## config.mk

```make
export PLATFORM = sky130hd
export DESIGN_NAME = nibble_link_arbiter
export DESIGN_NICKNAME = d
export VERILOG_FILES = /design/src/rtl/nibble_link_arbiter.sv
export SDC_FILE = /design/constraint.sdc
export NUM_CORES = 1
export LEC_CHECK = 0
export ABC_AREA = 1
export ABC_CLOCK_PERIOD_IN_PS = 1200
export CORE_UTILIZATION = 32
export DETAILED_ROUTE_END_ITERATION = 8
export PLACE_DENSITY = 0.66
export SLEW_MARGIN = 20
export SYNTH_ARGS = -nofsm -noshare
export SYNTH_HDL_FRONTEND = slang
export SYNTH_SLANG_ARGS = --single-unit
```

## constraint.sdc

```tcl
create_clock -name clk -period 1.2 [get_ports clk]
set_input_delay 0.18 -clock clk [delete_from_list [all_inputs] [get_ports clk]]
set_output_delay 0.18 -clock clk [all_outputs]
set_load 0.005 [all_outputs]
```

## src/rtl/nibble_link_arbiter.sv

```systemverilog
// Arbitrates N_REQ word sources onto one nibble serializer and tracks the
// transfer by counting. Define ARB_ROUND_ROBIN_EN for round-robin, else fixed priority.
module nibble_link_arbiter #(
  parameter int N_REQ  = 4,
  parameter int WORD_W = 24,
  parameter int LINK_W = 4,
  parameter int GAP    = 1,
  localparam int SRC_W = $clog2(N_REQ)
) (
  input  logic                    clk,
  input  logic                    reset,
  input  logic [N_REQ-1:0]        req,
  input  logic [N_REQ*WORD_W-1:0] data_in,
  output logic [N_REQ-1:0]        ack,
  output logic                    buf_write,
  output logic [WORD_W-1:0]       buf_in,
  output logic [SRC_W-1:0]        cur_src,
  output logic                    busy,
  output logic                    tx_done
);
  localparam int NIBBLES = WORD_W / LINK_W;
  localparam int CNT_W   = (NIBBLES > 1) ? $clog2(NIBBLES) : 1;
  localparam logic [CNT_W-1:0] CNT_LAST = CNT_W'(NIBBLES - 1);
  localparam logic [CNT_W-1:0] CNT_ONE  = CNT_W'(1);
  localparam logic [3:0]       GAP_LAST = (GAP > 0) ? 4'(GAP - 1) : 4'd0;
  localparam logic [3:0]       GAP_ONE  = 4'd1;

  if (WORD_W % LINK_W != 0) begin : g_bad_width
    $error("nibble_link_arbiter: WORD_W must be a multiple of LINK_W");
  end
  if (N_REQ < 2 || N_REQ > 8) begin : g_bad_nreq
    $error("nibble_link_arbiter: N_REQ must be 2..8");
  end
  if (GAP < 0 || GAP > 15) begin : g_bad_gap
    $error("nibble_link_arbiter: GAP must be 0..15");
  end

  typedef enum logic [1:0] {IDLE, LAUNCH, SEND, GAP_ST} state_t;

  state_t            state;
  logic [CNT_W-1:0]  cnt;
  logic [3:0]        gcnt;
  logic [SRC_W-1:0]  win;
  logic [WORD_W-1:0] words [N_REQ];

  for (genvar i = 0; i < N_REQ; i++) begin : g_words
    assign words[i] = data_in[i*WORD_W +: WORD_W];
  end

`ifdef ARB_ROUND_ROBIN_EN
  logic [SRC_W-1:0] ptr;

  // Lowest requester above ptr wins; if none, wrap to the lowest overall.
  always_comb begin
    win = '0;
    for (int i = N_REQ-1; i >= 0; i--)
      if (req[i]) win = SRC_W'(i);
    for (int i = N_REQ-1; i >= 0; i--)
      if (req[i] && SRC_W'(i) > ptr) win = SRC_W'(i);
  end
`else
  always_comb begin
    win = '0;
    for (int i = N_REQ-1; i >= 0; i--)
      if (req[i]) win = SRC_W'(i);
  end
`endif

  always_ff @(posedge clk or negedge reset) begin
    if (!reset) begin
      state     <= IDLE;
      cnt       <= '0;
      gcnt      <= '0;
      ack       <= '0;
      buf_write <= 1'b0;
      buf_in    <= '0;
      cur_src   <= '0;
      busy      <= 1'b0;
      tx_done   <= 1'b0;
`ifdef ARB_ROUND_ROBIN_EN
      ptr       <= SRC_W'(N_REQ - 1);
`endif
    end else begin
      ack       <= '0;
      buf_write <= 1'b0;
      tx_done   <= 1'b0;
      case (state)
        IDLE: begin
          if (|req) begin
            state     <= LAUNCH;
            buf_in    <= words[win];
            cur_src   <= win;
            ack[win]  <= 1'b1;
            buf_write <= 1'b1;
            busy      <= 1'b1;
`ifdef ARB_ROUND_ROBIN_EN
            ptr       <= win;
`endif
          end
        end
        LAUNCH: begin
          state   <= SEND;
          cnt     <= '0;
          tx_done <= (NIBBLES == 1);
        end
        SEND: begin
          if (cnt == CNT_LAST) begin
            busy <= 1'b0;
            if (GAP > 0) begin
              state <= GAP_ST;
              gcnt  <= '0;
            end else begin
              state <= IDLE;
            end
          end else begin
            cnt     <= cnt + CNT_ONE;
            // registered pulse lands in the cycle where cnt reads NIBBLES-1
            tx_done <= ((cnt + CNT_ONE) == CNT_LAST);
          end
        end
        GAP_ST: begin
          if (gcnt == GAP_LAST) state <= IDLE;
          else                  gcnt  <= gcnt + GAP_ONE;
        end
        default: state <= IDLE;
      endcase
    end
  end
endmodule

```

# --- After elaboration in Yosys (flattened, before gate mapping) ---
# Index checks and enable logic that the tools add are counted.
word_totals:
  register_bits: 42
  wordCells: 64
op_classes:
  addsub: 2
  magnitude_cmp: 3
  n_eq_ne: 10
  n_mux: 27
  bitwise_logic: 1
  n_reduce_logical: 12
op_table:
  columns: ["operator", "count"]
  rows:
  - ["24-bit binary-select mux with 2-bit select", 1]
  - ["24-bit 2-to-1 mux", 2]
  - ["4-bit 2-to-1 mux", 4]
  - ["2-bit 2-to-1 mux", 7]
  - ["2-bit inequality test, second input constant", 5]
  - ["3-bit AND reduction", 3]
  - ["2-bit one-hot mux with 4 select lines", 1]
  - ["4-bit one-hot mux with 2 select lines", 1]
  - ["1-bit 2-to-1 mux", 7]
  - ["3-bit equality test, second input constant", 2]
  - ["3-bit one-hot mux with 2 select lines", 1]
  - ["2-bit nonzero test", 3]
  - ["4-bit by 1-bit adder with 4-bit output, second input constant", 1]
  - ["2-bit equality test, second input constant", 2]
  - ["4-bit logical NOT", 1]
  - ["2-bit AND reduction", 2]
  - ["4-bit OR reduction", 1]
  - ["3-bit by 1-bit adder with 3-bit output, second input constant", 1]
  - ["3-bit greater-or-equal comparator, second input constant", 1]
  - ["2-bit by 3-bit < comparator with 1-bit output, second input constant", 1]
  - ["3-bit 2-to-1 mux", 1]
  - ["2-bit NOT with 3-bit output", 1]
  - ["1-bit demux with 2-bit select", 1]
  - ["2-bit by 1-bit equality test with 1-bit output, second input constant", 1]
  - ["4 further kinds", 4]

# --- Depth between registers and ports, before layout ---
# Gate-level depths: netlist (run 1).
logic_depth:
  word_depth: 10
  depth_mapped: 10
  ltp_nobuf: 9

# --- Least setup slack after synthesis (run 1) ---
# OpenSTA, ideal clock, no wires.
synth_path:
  path_kind: "register to register"
  from: "register state[0]"
  to: "register gcnt[1]"
  t_arrival_ps: 1243
  required_time_ps: 1117
  setup_slack_ps: -125
  stages_incl_launch_ff: 8
  path_buffers: 0
  period_less_slack_ps: 1325
  cell_sequence: "dfrtp_1 > inv_1 > ha_1 > nand2_1 > inv_1 > a21oi_2 > nand3_1 > o21ai_0"
synth_between:
  elab_chain_cells: 3
  word_cells_on_any_way: 7
synth_lines:
  columns: ["element", "line_no", "rtl"]
  rows:
  - ["from (decl)", "40", "state_t state;"]
  - ["from (signal assigned)", "71", "state <= IDLE;"]
  - ["from (signal assigned)", "90", "state <= LAUNCH;"]
  - ["from (signal assigned)", "102", "state <= SEND;"]
  - ["2-bit equality test", "87", "case (state)"]
  - ["2-bit inequality test (no line) / 2-bit nonzero test (equally long branches)", null, null]
  - ["3-bit AND reduction (no line)", null, null]
  - ["to (signal assigned)", "123", "else gcnt <= gcnt + GAP_ONE;"]
  - ["to (decl)", "42", "logic [3:0] gcnt;"]
# Parallel ways exist; a longest one is shown, timed or not.
# A chain may end at the register's enable or synchronous reset.

# --- Final worst setup path (run 1) ---
layout_path:
  from: "register state[0]"
  to: "register gcnt[2]"
# The elaborated chain is that of the path after synthesis.

==> results of run 1 <==
-- final cells by class --
type	count	area [µm²]
Fill cell	880	3970
Timing Repair Buffer	184	1830
Multi-Input combinational cell	303	1820
Sequential cell	42	1050
Inverter	119	467
Tap cell	129	161
Clock buffer	5	68.8
Clock inverter	3	45.0
-- state kept, by name (all words and copies together) (netlist names) --
signal     count
buf_in        24
ack            4
gcnt           4
cnt            3
cur_src        2
state          2
buf_write      1
busy           1
tx_done        1
-- synthesized netlist by cell type (all sizes together) --
library cell | count | area share [%]
buf | 23 | 4.9
nand3 | 105 | 20
nand2 | 161 | 19
a21oi | 2 | 0.43
clkbuf | 2 | 0.24
o21ai | 13 | 2.2
nor2 | 7 | 0.91
inv | 118 | 14
ha | 10 | 3.9
nor3 | 2 | 0.32
dfrtp | 42 | 33
clkinv | 1 | 0.12
xor2 | 3 | 0.83
-- worst reg2reg max path: cells and delay by family, from the launching register on --
family	cells	cell delay, ns
AND/OR/NAND/NOR	2	0.20
AO/OA/AOI/OAI	2	0.31
adder cells (fa/ha/maj)	1	0.19
flip-flops	1	0.41
buffers and inverters	2	0.14
-- final timing paths --
kind	from	end	slack, ns
worst min register to register	buf_in[16]	buf_in[16]	0.48
worst max register to register	state[0]	gcnt[2]	-0.13
max in group asynchronous	reset	state[1]	0.62
worst max-delay path	state[0]	gcnt[2]	-0.13
worst min-delay path	req[0]	ack[0]	0.32
min in group asynchronous	reset	buf_in[19]	0.36
-- cell usage in the layout (no fill, tap or decap), drive strengths merged, types with 3 or more instances in the layout --
cell | netlist | layout
clkdlybuf4s50 | 0 | 96
ha | 10 | 10
nor2 | 7 | 7
clkbuf | 2 | 6
dlygate4sd2 | 0 | 29
inv | 118 | 118
buf | 23 | 49
o21ai | 13 | 13
nand2 | 161 | 161
xor2 | 3 | 3
clkdlybuf4s15 | 0 | 8
dfrtp | 42 | 42
nand3 | 105 | 105
-- per-layer routing --
| layer | vias up | global-route usage (%) | share of wire (%) |
|---|---|---|---|
| met2 | 108 | 34.9 | 51 |
| li1 | 1789 | - | - |
| met1 | 1581 | 22.1 | 41 |
| met4 | 0 | 6.80 | 1.8 |
| met3 | 14 | 5.11 | 6.6 |
| met5 | - | 0 | 0 |
-- where the power goes --
part / internal [W] / leakage, nW / switching, W
clock: 0.000619 / 0.0504 / 0.000514
combinational: 0.00273 / 2.39 / 0.00250
sequential: 0.00202 / 0.531 / 0.000473
total: 0.00537 / 2.98 / 0.00348
-- per-stage QoR --
step	hold WS (ns)	power [W]	worst slack (ns)	instances
5_1_grt	0.311	0.00951	-0.215	785
2_1_floorplan	-0.116	0.00424	-0.0113	489
3_3_place_gp	0.177	0.00621	-0.469	756
3_5_place_dp	0.179	0.00630	-0.476	756
4_1_cts	0.306	0.00790	-0.106	777
6_report	0.319	0.00885	-0.127	785
-- kinds of logic (layout without fill, tap and decap cells) --
family / Yosys count / count (layout) / synth area share (%)
fa+ha+maj: 10 / 10 / 3.95
xor+xnor: 3 / 3 / 0.829
buf+inv: 144 / 311 / 19.3
flops: 42 / 42 / 33.2
compound gates: 15 / 15 / 2.61
simple gates: 275 / 275 / 40.2
-- repair_timing --
action	CTS	global route
endpoints found under the setup margin	72	40
endpoints found under the hold margin	42	0
hold buffers	1	0
pin swaps	15	30
gates resized for setup	84	74
setup buffers	11	8
cloned	1	1
==> reports/results.ini, run 1 <==
[setup_path]
cp_slowest_cell = dfrtp_1
critPathKind = reg2reg
crit_cells = 7
cp_top_family = flip-flops
crit_path_start_kind = register
rr_worst_depth = 7
critPathRequiredTime_ns = 1.42
path_cells = inv_2, ha_4, nand2_4, inv_4, a21oi_4, nand3_1, o21ai_1
cp_num_buf_inv = 2
critPathMaxStageDelay_ns = 0.41
crit_path_max_fanout = 8
worstSetupEndpointType = register
arrival_ns = 1.55

[detailed_routing]
via_per_inst = 4.45
wl_per_cell_um = 12.4
wl_um = 9710
vias = 3492
first_pass_iters = 5
antenna_left = 0
drt_iter0_markers = 81
detail_route.drc_violations = 0

[synth]
syn_avg_cell_area_um2 = 6.48
yosys.cell_types.count = 21
yosysSeqAreaShare_pct = 33.2
synth_area_mm2 = 0.00317
yosys_warnings = 0
synthCells = 489
syn_nets = 601
yosys_register_bits = 42

[timing]
setup_tns_ns = -2.13
hold_violations = 0
drv_slew = 0
setup_viol = 37
slew_headroom_pct = 82.1
rsz0062_at_grt = yes
fin_skew_ns = 0.00519
tightest_slew_ns = 0.269
timing.final.ws_setup_ns = -0.127
finalCriticalPeriod_ns = 1.33
timing.fmax_mhz = 754
min_period_over_period_pct = 111

[floorplanning]
coreArea_mm2 = 0.00942
die-width_um = 102
die_area_mm2 = 0.0103
num_rows = 35
die_height_um = 102
pin_count = 135
initial_utilization_pct = 33.7

[hold_path]
hold_path_class = in2reg
hold_path_depth = 3

[power]
leakagePower_nw = 2.98
p_per_area_mw_per_mm2 = 1630
peakVddDrop_mv = 0.684

[cells_and_area]
diodes = 0
fin_nets = 767
post-route-util_pct = 57.8
design_area_mm2 = 0.00544
area_growth_pct = 71.7
drive_gt1_share_pct = 23.0

[grt]
grt_antenna_before_repair = 0
grt-ovfl-total = 0
grt_pass1_vias = 3464
grt_max_degree = 43
grtUsageTotal_pct = 19.4
grt_first_pass_wirelength_um = 15600

[place]
routabilityCongestion = 0.863
port_buffers = 134
dpl.hpwl_um = 6900
placed_area_mm2 = 0.00481

[cts]
clkLatencyLatePin_ns = 0.30
cts_num_sinks = 42
numCtsBuffers = 5
h-tree-depth = 2
cts_tree = yes
clock-root-buffer = clkbuf_8
clockBufferDepth = 2
clk_pin_slew_ns = 0.08

[status]
violations = setup timing
status = complete, but fails checks

[run]
drv_cap = 0

No activity file was read; power rests on OpenSTA's default activity.
==> inputs of run 2 (changes only) <==
--- a/config.mk
+++ b/config.mk
@@ -10,6 +10,7 @@
 export CORE_UTILIZATION = 32
 export DETAILED_ROUTE_END_ITERATION = 8
 export PLACE_DENSITY = 0.66
+export RECOVER_POWER = 100
 export SLEW_MARGIN = 20
 export SYNTH_ARGS = -nofsm -noshare
 export SYNTH_HDL_FRONTEND = slang
==> reports/results.ini, run 2 (same netlist as run 1, synthesis figures left out) <==
[cells_and_area]
final_common_cell = nand2_1
fin_nets = 767
top_regs = buf_in: 24 flops, ack: 4 flops, gcnt: 4 flops
instances_no_fill = 785
final_cell_mix = nand2_1 (121), inv_1 (106), clkdlybuf4s50_1 (96), nand3_1 (81), dfrtp_1 (41)
largest-register = buf_in
drive_gt1_share_pct = 23.0
nFillCells = 881
largest_reg_flops = 24
area_growth_pct = 71.3
diodes = 0

[detailed_routing]
drt_iter0_markers = 84
first_pass_iters = 5
met1Wirelength_um = 4010
wl_per_cell_um = 12.4
top_layer_used = met4
vias = 3494
wl_met3_um = 632
via_per_inst = 4.45
antenna_left = 0
detail_route.drc_violations = 0
wl_um = 9730
wl_met2_um = 4910

[setup_path]
reg2reg_from = state[0]
critPathRequiredTime_ns = 1.42
worstSetupEndpointType = register
rr_worst_depth = 7
crit_path_max_fanout = 8
crit_path_start_kind = register
arrival_ns = 1.55
rr_endpoint = gcnt[2]
ff2ff_setup_slack_ns = -0.12
critPathKind = reg2reg

[grt]
grtUsageTotal_pct = 19.4
grt-ovfl-total = 0
grt_first_pass_wirelength_um = 15600
grt_antenna_before_repair = 0
grt_max_degree = 43
grt_pass1_vias = 3464

[cts]
cts_tree = yes
cts_num_sinks = 42
clk_pin_slew_ns = 0.08
clkLatencyLatePin_ns = 0.30
clockBufferDepth = 2
h-tree-depth = 2
clock-root-buffer = clkbuf_8
numCtsBuffers = 5

[timing]
tightest_slew_ns = 0.622
slew_headroom_pct = 58.5
timing.final.ws_setup_ns = -0.125
finalCriticalPeriod_ns = 1.32
hold_ws_ns = 0.319
drv_slew = 0
setup_viol = 37
timing.fmax_mhz = 755
hold_violations = 0
min_period_over_period_pct = 110
rsz0062_at_grt = yes
fin_skew_ns = 0.00527

[floorplanning]
initial_utilization_pct = 33.7
pin_count = 135
die_area_mm2 = 0.0103
coreArea_mm2 = 0.00942
die_height_um = 102
num_rows = 35
die-width_um = 102

[power]
peakVddDrop_mv = 0.683
p_per_area_mw_per_mm2 = 1630
leakagePower_nw = 2.97

[status]
status = complete, but fails checks
violations = setup timing

[place]
port_buffers = 134
routabilityCongestion = 0.863
dpl.hpwl_um = 6900
pre_cts_ws_ns = -0.476
place_inst = 756

[hold_path]
hold_path_end = ack[0]
hold_path_depth = 3
hp-start = req[0]
hold_path_class = in2reg

[run]
drv_cap = 0

-- run 2: changes by cell type in the layout (fill, tap and decap cells not counted) --
cell	before	now
buf_12	8	7
clkbuf_4	0	1
-- run 2: cell type report --
| type | count | area (µm²) | share of cell area (%) |
|---|---|---|---|
| clock buffers | 5 | 68.8 | 1.27 |
| clock inverters | 3 | 45.0 | 0.830 |
| inverters | 119 | 467 | 8.60 |
| multi-input cells | 303 | 1820 | 33.5 |
| flip-flops and latches | 42 | 1050 | 19.4 |
| well taps | 129 | 161 | 2.97 |
| repair buffers | 184 | 1810 | 33.4 |
-- run 2: worst max-delay path by stage --
stage                  start          to  slack (ns)  depth (start not counted)
CTS                 state[1]     gcnt[2]       -0.11                          6
global route        state[0]     gcnt[1]       -0.22                          7
global placement      req[0]   buf_in[9]       -0.47                          9
detailed placement    req[2]  buf_in[19]       -0.48                         10
finish              state[0]     gcnt[2]       -0.12                          7
floorplan           state[0]        busy       -0.01                          7
-- run 2: where the power goes --
| part | switching [W] | leakage, nW | internal [W] |
|---|---|---|---|
| Sequential | 0.000473 | 0.531 | 0.00202 |
| Clock | 0.000515 | 0.0504 | 0.000619 |
| Combinational | 0.00250 | 2.39 | 0.00272 |
-- run 2: repair_timing --
item,CTS,global route
resized for setup,84,74
setup buffers,11,8
hold buffers,1,0
gates cloned,1,1
endpoints found under the setup margin,72,40
pin swaps,15,30
hold endpoints to repair,42,0
-- run 2: layer usage --
layer  vias up  global-route usage (%)
li1       1790                       -
met2       103                    34.9
met1      1587                    22.1
met3        14                    5.11
met5         -                       0
met4         0                    6.80
-- run 2: through the flow --
step                util (%)  power [W]  instance area [µm²]  TNS, ns
global route            57.7    0.00951                 5430    -4.23
detailed placement      51.1    0.00630                 4810   -14.04
global placement        51.1    0.00621                 4810   -13.61
CTS                     54.7    0.00790                 5150   -0.601
floorplan                  -    0.00424                 3210  -0.0113
finish                  57.7    0.00885                 5430    -2.15
-- run 2: critical path, stage by stage (launching register included) --
cell	delay (ns)
dfrtp_1	0.40
inv_2	0.09
ha_4	0.19
nand2_4	0.09
inv_4	0.05
a21oi_4	0.22
nand3_1	0.11
o21ai_1	0.09
==> inputs of run 3 (changes only) <==
--- a/config.mk
+++ b/config.mk
@@ -6,11 +6,12 @@
 export NUM_CORES = 1
 export LEC_CHECK = 0
 export ABC_AREA = 1
-export ABC_CLOCK_PERIOD_IN_PS = 1200
+export ABC_CLOCK_PERIOD_IN_PS = 1310
+export CAP_MARGIN = 20
 export CORE_UTILIZATION = 32
 export DETAILED_ROUTE_END_ITERATION = 8
-export PLACE_DENSITY = 0.66
 export RECOVER_POWER = 100
+export SETUP_SLACK_MARGIN = 0.3
 export SLEW_MARGIN = 20
 export SYNTH_ARGS = -nofsm -noshare
 export SYNTH_HDL_FRONTEND = slang
==> constraint.sdc (replaced) <==
create_clock -name clk -period 1.31 [get_ports clk]
set_input_delay 0.1965 -clock clk [delete_from_list [all_inputs] [get_ports clk]]
set_output_delay 0.1965 -clock clk [all_outputs]
set_load 0.005 [all_outputs]
==> reports/results.ini, run 3 (same netlist as run 1, synthesis figures left out) <==
[setup_path]
rr_worst_depth = 6
cp-startpoint = state[1]
reg2reg_from = state[1]
arrival_ns = 1.49
cp-endpoint = buf_in[7]
critPathKind = reg2reg
crit_path_max_fanout = 8
ff2ff_setup_slack_ns = 0.02
rr_endpoint = buf_in[7]
critPathRequiredTime_ns = 1.50
worstSetupEndpointType = register
crit_path_start_kind = register

[timing]
rsz0062_at_grt = yes
min_period_over_period_pct = 98.8
setup_viol = 0
setup_tns_ns = 0
timing.final.ws_setup_ns = 0.0157
hold_violations = 0
fin_skew_ns = 0.00524
timing.fmax_mhz = 773
tightest_slew_ns = 0.586
finalCriticalPeriod_ns = 1.29
slew_headroom_pct = 60.9
drv_slew = 0

[cells_and_area]
fin_nets = 777
diodes = 0
final_common_cell = nand2_1
drive_gt1_share_pct = 27.8
final_cell_mix = nand2_1 (113), inv_1 (107), clkdlybuf4s50_1 (96), nand3_1 (81), dfrtp_1 (39)
top_regs = buf_in: 24 flops, ack: 4 flops, gcnt: 4 flops
largest_reg_flops = 24
largest-register = buf_in
area_growth_pct = 73.9
design_area_mm2 = 0.00551

[cts]
clkLatencyLatePin_ns = 0.30
clock-root-buffer = clkbuf_8
numCtsBuffers = 5
cts_num_sinks = 42
clockBufferDepth = 2
h-tree-depth = 2
clk_pin_slew_ns = 0.08
cts_tree = yes

[power]
p_per_area_mw_per_mm2 = 1550
peakVddDrop_mv = 0.754
total_power_w = 0.00854
leakagePower_nw = 2.99

[floorplanning]
initial_utilization_pct = 33.7
die-width_um = 102
num_rows = 35
coreArea_mm2 = 0.00942
pin_count = 135
die_area_mm2 = 0.0103
die_height_um = 102

[place]
dpl.hpwl_um = 6980
placed_area_mm2 = 0.00474
routabilityCongestion = 0.881
port_buffers = 134
pre_cts_ws_ns = -0.445

[detailed_routing]
drt_iter0_markers = 132
antenna_left = 0
wl_per_cell_um = 13.2
vias = 3547
via_per_inst = 4.46
wl_um = 10500
first_pass_iters = 5
detail_route.drc_violations = 0

[hold_path]
hold_path_class = in2reg
hold_path_depth = 4

[grt]
grt-ovfl-total = 0
grt_antenna_before_repair = 0
grtUsageTotal_pct = 19.9
grt_pass1_vias = 3335
grt_max_degree = 43
grt_first_pass_wirelength_um = 16000

[run]
drv_cap = 0

[status]
status = finished clean

-- run 3: cell count changes in the layout (fill, tap and decap cells not counted), moves of 3 or more --
| cell | delta |
|---|---|
| inv_4 | +3 |
| nand2_1 | -8 |
| clkbuf_1 | +17 |
| clkdlybuf4s15_1 | -7 |
| buf_6 | +4 |
| dlygate4sd2_1 | -26 |
| nand2_4 | +9 |
| buf_2 | +15 |
| clkbuf_8 | +3 |
| inv_2 | -4 |
-- run 3: timing repair --
item | in CTS | in global routing
endpoints found under the hold margin | 42 | 0
buffers inserted | 16 | 21
pin swaps | 13 | 17
gates cloned | 4 | 3
setup endpoints to repair | 74 | 72
hold buffers | 1 | 0
gates resized for setup | 172 | 81
-- run 3: cell type report --
type,count,area (µm²)
timing repair buffer,194,1830
fill,883,3910
inverter,119,473
clock buffer,8,110
sequential,42,1050
tap,129,161
multi-input combinational,303,1880
-- run 3: power breakdown --
part / internal (W) / switching (W) / total (W)
registers: 0.00185 / 0.000429 / 0.00228
logic: 0.00270 / 0.00257 / 0.00527
clock network: 0.000533 / 0.000454 / 0.000987
total: 0.00509 / 0.00346 / 0.00854
-- run 3: per-stage QoR --
| stage | hold slack, ns | utilization (%) | cells |
|---|---|---|---|
| 2_1_floorplan | -0.0991 | - | 489 |
| 3_3_place_gp | 0.191 | 50.4 | 742 |
| 3_5_place_dp | 0.187 | 50.4 | 742 |
| 4_1_cts | 0.385 | 53.6 | 771 |
| 5_1_grt | 0.389 | 58.5 | 795 |
| 6_report | 0.392 | 58.5 | 795 |
-- run 3: critical path, stage by stage, from the launching register on --
cell       delay (ns)
dfrtp_2          0.46
inv_2            0.10
ha_4             0.19
nand2_8          0.12
clkbuf_16        0.22
nand2_4          0.06
nand2_2          0.04
-- run 3: how the worst min path moves through the flow --
stage,from,endpoint
floorplan,reset,ack[0]
global placement,reset,ack[1]
detailed placement,reset,ack[1]
CTS,req[0],ack[0]
global route,req[0],ack[0]
finish,req[0],ack[0]
-- run 3: metal layers --
layer	global-route usage [%]	vias to the layer above	share of wire (%)
met5	0	-	0
met4	4.46	0	0.93
li1	-	1815	-
met2	32.3	98	49
met1	27.4	1625	44
met3	3.73	9	5.3
